## src/rtl/edge_level_pkg.sv

```systemverilog
// edge_level_pkg: mode encodings and edge-match helper shared by edge_level_detect and edge_level_chan
package edge_level_pkg;
  typedef enum logic [1:0] {
    MODE_LEVEL = 2'b00,
    MODE_RISE  = 2'b01,
    MODE_FALL  = 2'b10,
    MODE_BOTH  = 2'b11
  } mode_e;
  function automatic logic edge_hit(mode_e m, logic sync, logic prev);
    return (m[0] & sync & ~prev) | (m[1] & ~sync & prev);
  endfunction
endpackage

```

## src/rtl/edge_level_chan.sv

```systemverilog
// edge_level_chan: one channel (sync chain, edge/level detect, repeat timer, sticky pending, saturating count); in clk rst sig_in mode ch_en ack clr_count, out evt_pulse pending evt_count
module edge_level_chan
  import edge_level_pkg::*;
#(
  parameter int SYNC_STAGES  = 2,
  parameter int LEVEL_PERIOD = 4,
  parameter int COUNT_W      = 8
) (
  input  logic               clk,
  input  logic               rst,
  input  logic               sig_in,
  input  logic [1:0]         mode,
  input  logic               ch_en,
  input  logic               ack,
  input  logic               clr_count,
  output logic               evt_pulse,
  output logic               pending,
  output logic [COUNT_W-1:0] evt_count
);
  localparam int PW = $clog2(LEVEL_PERIOD + 1);
  logic [SYNC_STAGES-1:0] sync_q;
  logic                   prev_q;
  mode_e                  mode_q;
  logic [PW-1:0]          per_q, per_d, per_base;
  logic                   evt_q, evt_d;
  logic                   pend_q, pend_d;
  logic [COUNT_W-1:0]     cnt_q, cnt_d;
  logic                   sync, lvl_on;
  mode_e                  mode_n;
  always_comb begin
    sync     = sync_q[SYNC_STAGES-1];
    mode_n   = mode_e'(mode);
    per_base = (mode_n != mode_q) ? '0 : per_q;
    lvl_on   = (mode_n == MODE_LEVEL) && sync && ch_en;
    per_d    = !lvl_on ? '0 : (per_base == PW'(LEVEL_PERIOD - 1)) ? '0 : per_base + PW'(1);
    evt_d    = ch_en && ((mode_n == MODE_LEVEL) ? (lvl_on && per_base == '0) : edge_hit(mode_n, sync, prev_q));
    pend_d   = evt_q | (pend_q & ~ack);
    cnt_d    = clr_count ? COUNT_W'(evt_q) : (evt_q && !(&cnt_q)) ? cnt_q + COUNT_W'(1) : cnt_q;
  end
  always_ff @(posedge clk or posedge rst) begin
    if (rst) begin
      sync_q <= '0;
      prev_q <= 1'b0;
      mode_q <= MODE_LEVEL;
      per_q  <= '0;
      evt_q  <= 1'b0;
      pend_q <= 1'b0;
      cnt_q  <= '0;
    end else begin
      sync_q <= {sync_q[SYNC_STAGES-2:0], sig_in};
      prev_q <= sync;
      mode_q <= mode_n;
      per_q  <= per_d;
      evt_q  <= evt_d;
      pend_q <= pend_d;
      cnt_q  <= cnt_d;
    end
  end
  assign evt_pulse = evt_q;
  assign pending   = pend_q;
  assign evt_count = cnt_q;
endmodule

```

## src/rtl/edge_level_detect.sv

```systemverilog
// edge_level_detect: CH-channel edge/level event detector with sticky pending, irq and event counters; in clk rst sig_in mode ch_en ack clr_count, out evt_pulse pending irq evt_count
module edge_level_detect
  import edge_level_pkg::*;
#(
  parameter int CH           = 4,
  parameter int SYNC_STAGES  = 2,
  parameter int LEVEL_PERIOD = 4,
  parameter int COUNT_W      = 8
) (
  input  logic                  clk,
  input  logic                  rst,
  input  logic [CH-1:0]         sig_in,
  input  logic [2*CH-1:0]       mode,
  input  logic [CH-1:0]         ch_en,
  input  logic [CH-1:0]         ack,
  input  logic [CH-1:0]         clr_count,
  output logic [CH-1:0]         evt_pulse,
  output logic [CH-1:0]         pending,
  output logic                  irq,
  output logic [CH*COUNT_W-1:0] evt_count
);
  for (genvar i = 0; i < CH; i++) begin : g_ch
    edge_level_chan #(
      .SYNC_STAGES (SYNC_STAGES),
      .LEVEL_PERIOD(LEVEL_PERIOD),
      .COUNT_W     (COUNT_W)
    ) u_chan (
      .clk      (clk),
      .rst      (rst),
      .sig_in   (sig_in[i]),
      .mode     (mode[2*i +: 2]),
      .ch_en    (ch_en[i]),
      .ack      (ack[i]),
      .clr_count(clr_count[i]),
      .evt_pulse(evt_pulse[i]),
      .pending  (pending[i]),
      .evt_count(evt_count[i*COUNT_W +: COUNT_W])
    );
  end
  assign irq = |pending;
endmodule
```

## config.mk

```make
export PLATFORM = sky130hd
export DESIGN_NAME = edge_level_detect
export DESIGN_NICKNAME = d
export VERILOG_FILES = /design/src/rtl/edge_level_pkg.sv /design/src/rtl/edge_level_chan.sv /design/src/rtl/edge_level_detect.sv
export SDC_FILE = /design/constraint.sdc
export NUM_CORES = 1
export LEC_CHECK = 0
export CAP_MARGIN = 30
export CORE_UTILIZATION = 52
export DETAILED_ROUTE_END_ITERATION = 12
export HOLD_SLACK_MARGIN = 0.03
export PLACE_DENSITY = 0.77
export SYNTH_ARGS = -nofsm -noshare
export SYNTH_HDL_FRONTEND = slang
export SYNTH_SLANG_ARGS = --single-unit
```

## constraint.sdc

```tcl
create_clock -name clk -period 2.8 [get_ports clk]
set_input_delay 0.7 -clock clk [delete_from_list [all_inputs] [get_ports clk]]
set_output_delay 0.7 -clock clk [all_outputs]
set_load 0.03 [all_outputs]
```

======== After elaboration in Yosys (flattened, before gate mapping) ========
Index checks and enable logic that the tools add are counted.
Widths: inputs -> output; s select.
word-level totals
  register bits after elaboration ......... 72
  bits in latches ......................... 0
  memory bits (writable) .................. 0
  memory bits (read-only) ................. 0
  input port bits ......................... 26
  output and inout port bits .............. 41
  word-level logic and storage cells ...... 149
  memories kept ........................... 0
operators by class
  add/sub/neg operators ................... 8
  $mul .................................... 0
  divide/modulo/power cells ............... 0
  $lt $le $gt $ge ......................... 0
  eq/ne operators ......................... 8
  shift-type cells ........................ 0
  mux-type cells .......................... 24
  bitwise operators ....................... 40
  reductions and logical operators ........ 41
operators by type and width
  cell                 count
  $mux 8               8
  $mux 3               12
  $add 8x1->8 const B  4
  $reduce_and 8->1     4
  $and 1x1->1          20
  $logic_and 1x1->1    20
  $add 3x1->3 const B  4
  $eq 3x2->1 const B   4
  $logic_not 3->1      4
  $not 1->1            12
  $logic_not 2->1      4
  $ne 2x2->1           4
  $or 1x1->1           8
  $reduce_bool 2->1    4
  $logic_not 1->1      4
  $mux 1               4
  $reduce_or 4->1      1

======== Depth between registers and ports, before layout ========
Gate-level depths: netlist of the first run.
  depth in word-level cells ............... 6
  mapped depth ............................ 6
  gate-level depth less buffers ........... 6

======== Cells and area by module ========
From an unflattened synthesis of the first run, not the netlist that was laid out.
second synthesis, totals
  cell total of the unflattened synthesis .. 333
  area, all modules ....................... 3651.0 um^2
by module, submodules not included
  module             instances  cells an instance  area an instance (um^2)  sequential area each (um^2)
  edge_level_chan    4          83                 910.9                    450.4
  edge_level_detect  1          1                  7.5                      0.0

======== Worst setup path after synthesis of the first run ========
Ideal clock, no wire load.
  path type ............................... reg-to-output
  start ................................... register g_ch[0].u_chan.pend_q
  end ..................................... output port irq
  data arrival time ....................... 1.049 ns
  data required time ...................... 2.100 ns
  setup slack ............................. 1.051 ns
  cell stages (with the launch flop) ...... 2
  path buffers ............................ 0
  cell sequence ........................... dfrtp_1 -> or4_1
on the way
  longest elaborated chain between the ends .. 1
RTL lines
  element                 line                     text
  from (decl)             edge_level_chan.sv:26    logic pend_q, pend_d;
  from (signal assigned)  edge_level_chan.sv:55    pend_q <= pend_d;
  $reduce_or 4->1         edge_level_detect.sv:40  assign irq = |pending;
  to (decl)               edge_level_detect.sv:19  output logic irq,
Every way passes these cells.

======== Final worst setup path of the first run ========
  start ................................... register g_ch[1].u_chan.pend_q
  end ..................................... output port irq
on the way
  longest elaborated chain between the ends .. 1
RTL lines
  element                 line
  from (decl)             edge_level_chan.sv:26
  from (signal assigned)  edge_level_chan.sv:55
  $reduce_or 4->1         edge_level_detect.sv:40
Every way passes these cells.

==> metrics.md, run 1 <==
| Metric | Value |
|---|---|
| Initial antenna violation count | 0 |
| H-tree Lvls | 3 |
| Clock sink count | 72 |
| Crit-path max FO | 3 |
| Hold_buf cts | 0 |
| Clk_lat worst skew | approximately 0.34 ns |
| Nets@finish | 432 |
| Final hold vios | 0 |
| Period minus WS final | 2.55 ns |
| DR pass1 iterations | 8 |
| Post-cts sizing count | 0 |
| HP Class | reg2reg |
| RSZ-0062 raised after global routing | false |
| Post-synthesis cell area | 0.00357 sq mm |
| Critical path class | reg2out |
| Final TNS setup | 0 ns |
| Mapped Cells | 336 |
| Die H | 84.8 um |
| FP Rows | 29 |
| Core box area | 0.00649 sq mm |
| PwrDens | 464 mW/mm^2 |
| Root Buffer | clkbuf_8 |
| IO Pins | 67 |
| Initial core utilization | a little over half |
| Actual slew at the worst max-slew pin | roughly 0.39 ns |
| Commonest non-fill, non-tap cells in the layout | 72 x dfrtp_1, 66 x clkdlybuf4s50_1, 24 x nand2_1 |
| GRT overflow | 0 |
| Drt via density | 5.81 |
| Fill cell count | 537 |
| Vias | about 2800 |
| Peak VDD IR | 0.309 mV |
| Post-route ant nets | 0 |
| Area growth, synth to finish | 22.8% |
| CP Cell Sequence | or4_1 -> clkdlybuf4s50_1 |
| GRT Total Usage | 20.4% |
| Most frequent standard cell in the layout excluding fill and tap cells | dfrtp_1 |
| Int Power | around 0.0015 W |
| Port Buf Inserts | 66 |
| Gpl congestion | 0.800 |
| 1st-iter DRT viols | between 150 and 200 |
| CTS max path bufs | 2 |
| Leakage Power | 1.92 nW |
| Synth cell types | 51 |
| Max Cap Viol | 0 |
| Synth area leaders | dfrtp_1 51%, ha_1 4.2%, nand2_1 2.5% |
| Slew Viols, Final | 0 |
| Sw Ratio | about 25% |
| Layout cells sized above 1 | 5.29% |
| Worst setup EP type | output port |
| Vias in the first global route | 2531 |
| WL/cell | roughly 14 um |
| Power share of the combinational group | 11.8% |
| First-pass GRT wire length | between 10000 and 15000 um |
| Final period util | 91.2% |
| Clock-pin slew on the worst setup and hold paths | ~0.070 ns |
| Final core occ | approximately two thirds |
| Post-synthesis sequential area ratio | approximately 50% |
| EDFF count, synth | 0 |
| CTS tree | done |
| Post-synth top area share | 50.5% |
| Largest net degree at the start of global routing | 73 |
| Failing checks | DRC |
| Drt total wl | 6690 um |
| Status | finished with violations |
| Max_slew headroom | around three quarters |
| Power, Total | 0.00203 W |
| Final Setup Violations | 0 |
| Clk_skew | 0.00831 ns |
| Final HPWL DP | 4690 um |
| Total nets after synthesis | 374 |
| Area leader, netlist | dfrtp_1 |
| Asr flop ratio synth | 100% |
| Syn Area/Cell | 10.6 sq um |
| Flops & latches, synth | 72 |
| Commonest register cell after synthesis | dfrtp_1 |
| Crit path max-delay family | buffers and inverters |
| Die area | around 0.0072 sq mm |
| CP max stage cell | clkdlybuf4s50_1 |
| Number of warning messages in the yosys log | 0 |
| Reg power frac | 55.0% |
| Antenna cells | 0 |
| Slowest stage delay, CP | 0.60 ns |
| Fmax | 392 MHz |
| DRC | 5 |
| CP bufs+invs | 1 |
| Part of the power in the clock network | 33.3% |
| Post-CTS Setup Inserts | 0 |
| Crit path DAT | 1.85 ns |
| CP Launch Type | register |
| TritonCTS Buffers | 9 |
| Die W | 84.8 um |
| Net Sw Power | 0.000510 W |
| Req. time, crit path | between 2 and 2.5 ns |
==> cells in the mapped netlist, types with 7 or more instances <==
library cell	count
dfrtp_1	72
nand2_1	24
a21oi_1	16
nor2_1	15
and2_1	14
ha_1	12
nand4_1	11
buf_4	10
nor3_1	10
and3_1	9
inv_1	9
nand3_1	9
a21boi_0	8
o21ai_0	8
xor2_1	8
a31oi_1	7
nor2b_1	7
==> registers in the layout (all words and copies together) (netlist names) <==
name / flops
g_ch.u_chan.sync_q: 8
g_ch.u_chan.pending: 4
g_ch.u_chan.mode_q: 8
g_ch.u_chan.evt_pulse: 4
g_ch.u_chan.per_q: 12
g_ch.u_chan.prev_q: 4
g_ch.u_chan.evt_count: 32
==> final timing paths <==
| kind | start | end | slack [ns] | cells past startpoint |
|---|---|---|---|---|
| worst min register to register | g_ch[0].u_chan.sync_q[0] | g_ch[0].u_chan.sync_q[1] | 0.35 | 0 |
| worst min-delay path | g_ch[0].u_chan.sync_q[0] | g_ch[0].u_chan.sync_q[1] | 0.35 | 0 |
| worst max register to register | g_ch[3].u_chan.evt_count[0] | g_ch[3].u_chan.evt_count[5] | 1.15 | 4 |
| min in group asynchronous | rst | g_ch[2].u_chan.evt_count[4] | 0.75 | 3 |
| worst max-delay path | g_ch[1].u_chan.pending | irq | 0.25 | 2 |
| max in group asynchronous | rst | g_ch[3].u_chan.evt_count[0] | 1.74 | 3 |
==> cell families (layout without fill, tap and decap cells) <==
| family | after synthesis | in the layout | share of synthesized area [%] |
|---|---|---|---|
| compound gates | 67 | 67 | 12.9 |
| xor+xnor | 8 | 8 | 1.96 |
| fa+ha+maj | 12 | 12 | 4.21 |
| buf+inv | 29 | 90 | 4.28 |
| flops | 72 | 72 | 50.5 |
| mux | 9 | 9 | 2.81 |
| simple gates | 139 | 139 | 23.3 |
==> routing by layer <==
layer / track usage (%) / wire [um]
met5: 0 / 0
met4: 10.0 / 80
met3: 3.31 / 267
met2: 33.2 / 3240
met1: 26.7 / 3090
==> through the flow <==
step | cell area (sq um) | setup WS (ns) | std cells | hold slack [ns]
after detailed placement | 4220 | 0.534 | 460 | 0.337
after global placement | 4220 | 0.614 | 460 | 0.333
after CTS | 4380 | 0.230 | 474 | 0.352
final | 4380 | 0.247 | 474 | 0.350
after floorplan | 3570 | 0.275 | 336 | 0.331
after global routing | 4380 | 0.206 | 474 | 0.354
==> power by group through the flow <==
stage / logic [W] / registers [W] / clock network (W)
finish: 0.000239 / 0.00112 / 0.000675
global route: 0.000263 / 0.00112 / 0.000740
CTS: 0.000243 / 0.00112 / 0.000700
detailed placement: 0.000242 / 0.00114 / 0
global placement: 0.000236 / 0.00113 / 0
floorplan: 0.000135 / 0.00114 / 0
==> layout make-up <==
class,count,area (sq um),area share [%]
clock inverter,1,5.00,0.114
tap,77,96.3,2.20
sequential,72,1800,41.2
clock buffer,13,149,3.40
inverter,9,33.8,0.772
timing repair buffer,67,681,15.5
multi-input combinational,235,1610,36.8
==> worst reg2reg max path, delay by kind of cell, from the launching register on <==
family	cells	cell delay (ns)
AOI/OAI and AO/OA	1	0.24
adders and majority gates	1	0.29
DFF	1	0.44
muxes	1	0.33
and+or+nand+nor	1	0.23
Note: power is estimated with default switching activity, not from simulation.
==> inputs of run 2 (changes only) <==
Settings changed: PLACE_DENSITY 0.77 to 0.8.
Clock period 2.8 ns to 2.9 ns, I/O delays scaled along.
==> run 2 against run 1 <==
Effect of this change: the flow still finishes with violations (DRC); cell count unchanged; sequential share of layout area hardly changed; routed wire length increased by 2.2%; core utilization down 0.077 points; clock power shrank 8.3%; global-route usage up 0.57 points; clock-buffer cell count down 2; clock skew is 0.0014 ns lower.
==> metrics.md, run 2 (synthesis results as in run 1) <==
| Metric | Value |
|---|---|
| GRT overflow | 0 |
| Post-cts sizing count | 0 |
| Port Buf Inserts | between 60 and 70 |
| Peak VDD IR | between 0.3 and 0.4 mV |
| Crit path DAT | 1.83 ns |
| CP max stage cell | clkdlybuf4s50_1 |
| DR pass1 iterations | 8 |
| Die area | a little over 0.007 sq mm |
| Status | finished with violations |
| Worst setup EP type | output port |
| Crit-path max FO | 3 |
| Crit path max-delay family | buffers and inverters |
| Vias | about 2700 |
| Final period util | approximately 88% |
| Clk_lat worst skew | about 0.33 ns |
| Final hold vios | 0 |
| Post-CTS Setup Inserts | 0 |
| TritonCTS Buffers | 9 |
| Drt total wl | 6830 um |
| Clk_skew | just under 0.007 ns |
| WL/cell | 14.4 um |
| Part of the power in the clock network | 32.1% |
| Crit path launch | g_ch[0].u_chan.pending |
| Net Sw Power | 0.000492 W |
| Power share of the combinational group | between 10% and 20% |
| Final Setup Violations | 0 |
| Clock-pin slew on the worst setup and hold paths | 0.07 ns |
| Fmax | approximately 390 MHz |
| CTS tree | done |
| Root Buffer | clkbuf_8 |
| CP Launch Type | register |
| Drt via density | just under 6 |
| Nets@finish | 433 |
| Antenna cells | 0 |
| Layout cells sized above 1 | 5.54% |
| Sw Ratio | around 25% |
| Die H | 84.8 um |
| CP Cell Sequence | or4_1 -> clkdlybuf4s50_1 |
| HP Class | reg2reg |
| Largest register FFs | 32 |
| Critical path class | reg2out |
| GRT Total Usage | 20.9% |
| Initial core utilization | 54.9% |
| Final TNS setup | 0 ns |
| First-pass GRT wire length | 12000 um |
| Slowest stage delay, CP | 0.60 ns |
| Commonest non-fill, non-tap cells in the layout | 72 x dfrtp_1, 66 x clkdlybuf4s50_1, 24 x nand2_1 |
| Largest net degree at the start of global routing | 29 |
| Int Power | 0.00144 W |
| RSZ-0062 raised after global routing | false |
| Actual slew at the worst max-slew pin | 0.449 ns |
| Pre-CTS setup slack | 0.622 ns |
| Initial antenna violation count | 0 |
| Period minus WS final | 2.56 ns |
| Gpl congestion | 0.816 |
| Final HPWL DP | 4960 um |
| Leakage Power | roughly 1.9 nW |
| Die W | 84.8 um |
| CTS max path bufs | 2 |
| Core box area | 0.00649 sq mm |
| Hold_buf cts | 0 |
| Req. time, crit path | 2.17 ns |
| IO Pins | 67 |
| Most frequent standard cell in the layout excluding fill and tap cells | dfrtp_1 |
| Hold path start | g_ch[3].u_chan.sync_q[0] |
| Vias in the first global route | 2689 |
| Failing checks | DRC |
| H-tree Lvls | 3 |
| Fin worst setup slack | 0.345 ns |
| Area growth, synth to finish | 22.6% |
| Reg power frac | approximately 56% |
| Post-route ant nets | 0 |
| DRC | 7 |
| R2r startpoint | g_ch[3].u_chan.evt_count[0] |
| Clock sink count | just over 70 |
| FP Rows | 29 |
| Max Cap Viol | 0 |
| 1st-iter DRT viols | 189 |
| Slew Viols, Final | 0 |
| PwrDens | between 400 and 500 mW/mm^2 |
| Max_slew headroom | 70.0% |
| CP bufs+invs | 1 |
[run 2: cell types whose count changed in the layout (fill, tap and decap cells not counted), sizes merged]
cell	previous run	this run
clkbuf	13	11
clkinv	1	2
buf	1	2
[run 2: power by group through the flow]
stage / combinational, W / clock (W) / sequential, W
after floorplan: 0.000131 / 0 / 0.00110
after global placement: 0.000229 / 0 / 0.00110
after detailed placement: 0.000235 / 0 / 0.00110
after CTS: 0.000235 / 0.000640 / 0.00108
after global routing: 0.000256 / 0.000688 / 0.00108
final: 0.000232 / 0.000619 / 0.00108
[run 2: per-layer routing]
| layer | share of wire (%) | GRT usage, % | up-vias |
|---|---|---|---|
| met2 | 48 | 35.6 | 72 |
| met3 | 3.9 | 3.70 | 9 |
| li1 | - | - | 1335 |
| met4 | 1.6 | 8.47 | 0 |
| met5 | 0 | 0 | - |
| met1 | 46 | 26.7 | 1326 |
[run 2: layout make-up]
type / count / area (sq um)
well taps: 77 / 96.3
repair buffers: 68 / 688
multi-input cells: 235 / 1610
flip-flops and latches: 72 / 1800
clock buffers: 11 / 131
clock inverters: 2 / 10.0
fillers: 519 / 2120
inverters: 9 / 33.8
[run 2: final timing paths]
path	endpoint	slack, ns	cells after the start
max in group asynchronous	g_ch[3].u_chan.evt_count[0]	1.45	3
min in group asynchronous	g_ch[2].u_chan.evt_count[1]	0.72	2
min reg2reg	g_ch[3].u_chan.sync_q[1]	0.35	0
max	irq	0.34	2
max reg2reg	g_ch[3].u_chan.evt_count[5]	1.25	4
min	g_ch[3].u_chan.sync_q[1]	0.35	0
[run 2: per-stage QoR]
stage / std cells / util [%] / cell area (sq um) / hold slack [ns] / total power [W]
6_report: 474 / 67.3 / 4370 / 0.350 / 0.00193
3_5_place_dp: 461 / 65.2 / 4230 / 0.339 / 0.00133
3_3_place_gp: 461 / 65.2 / 4230 / 0.333 / 0.00132
4_1_cts: 474 / 67.3 / 4370 / 0.354 / 0.00195
2_1_floorplan: 336 / - / 3570 / 0.331 / 0.00123
5_1_grt: 474 / 67.3 / 4370 / 0.368 / 0.00203
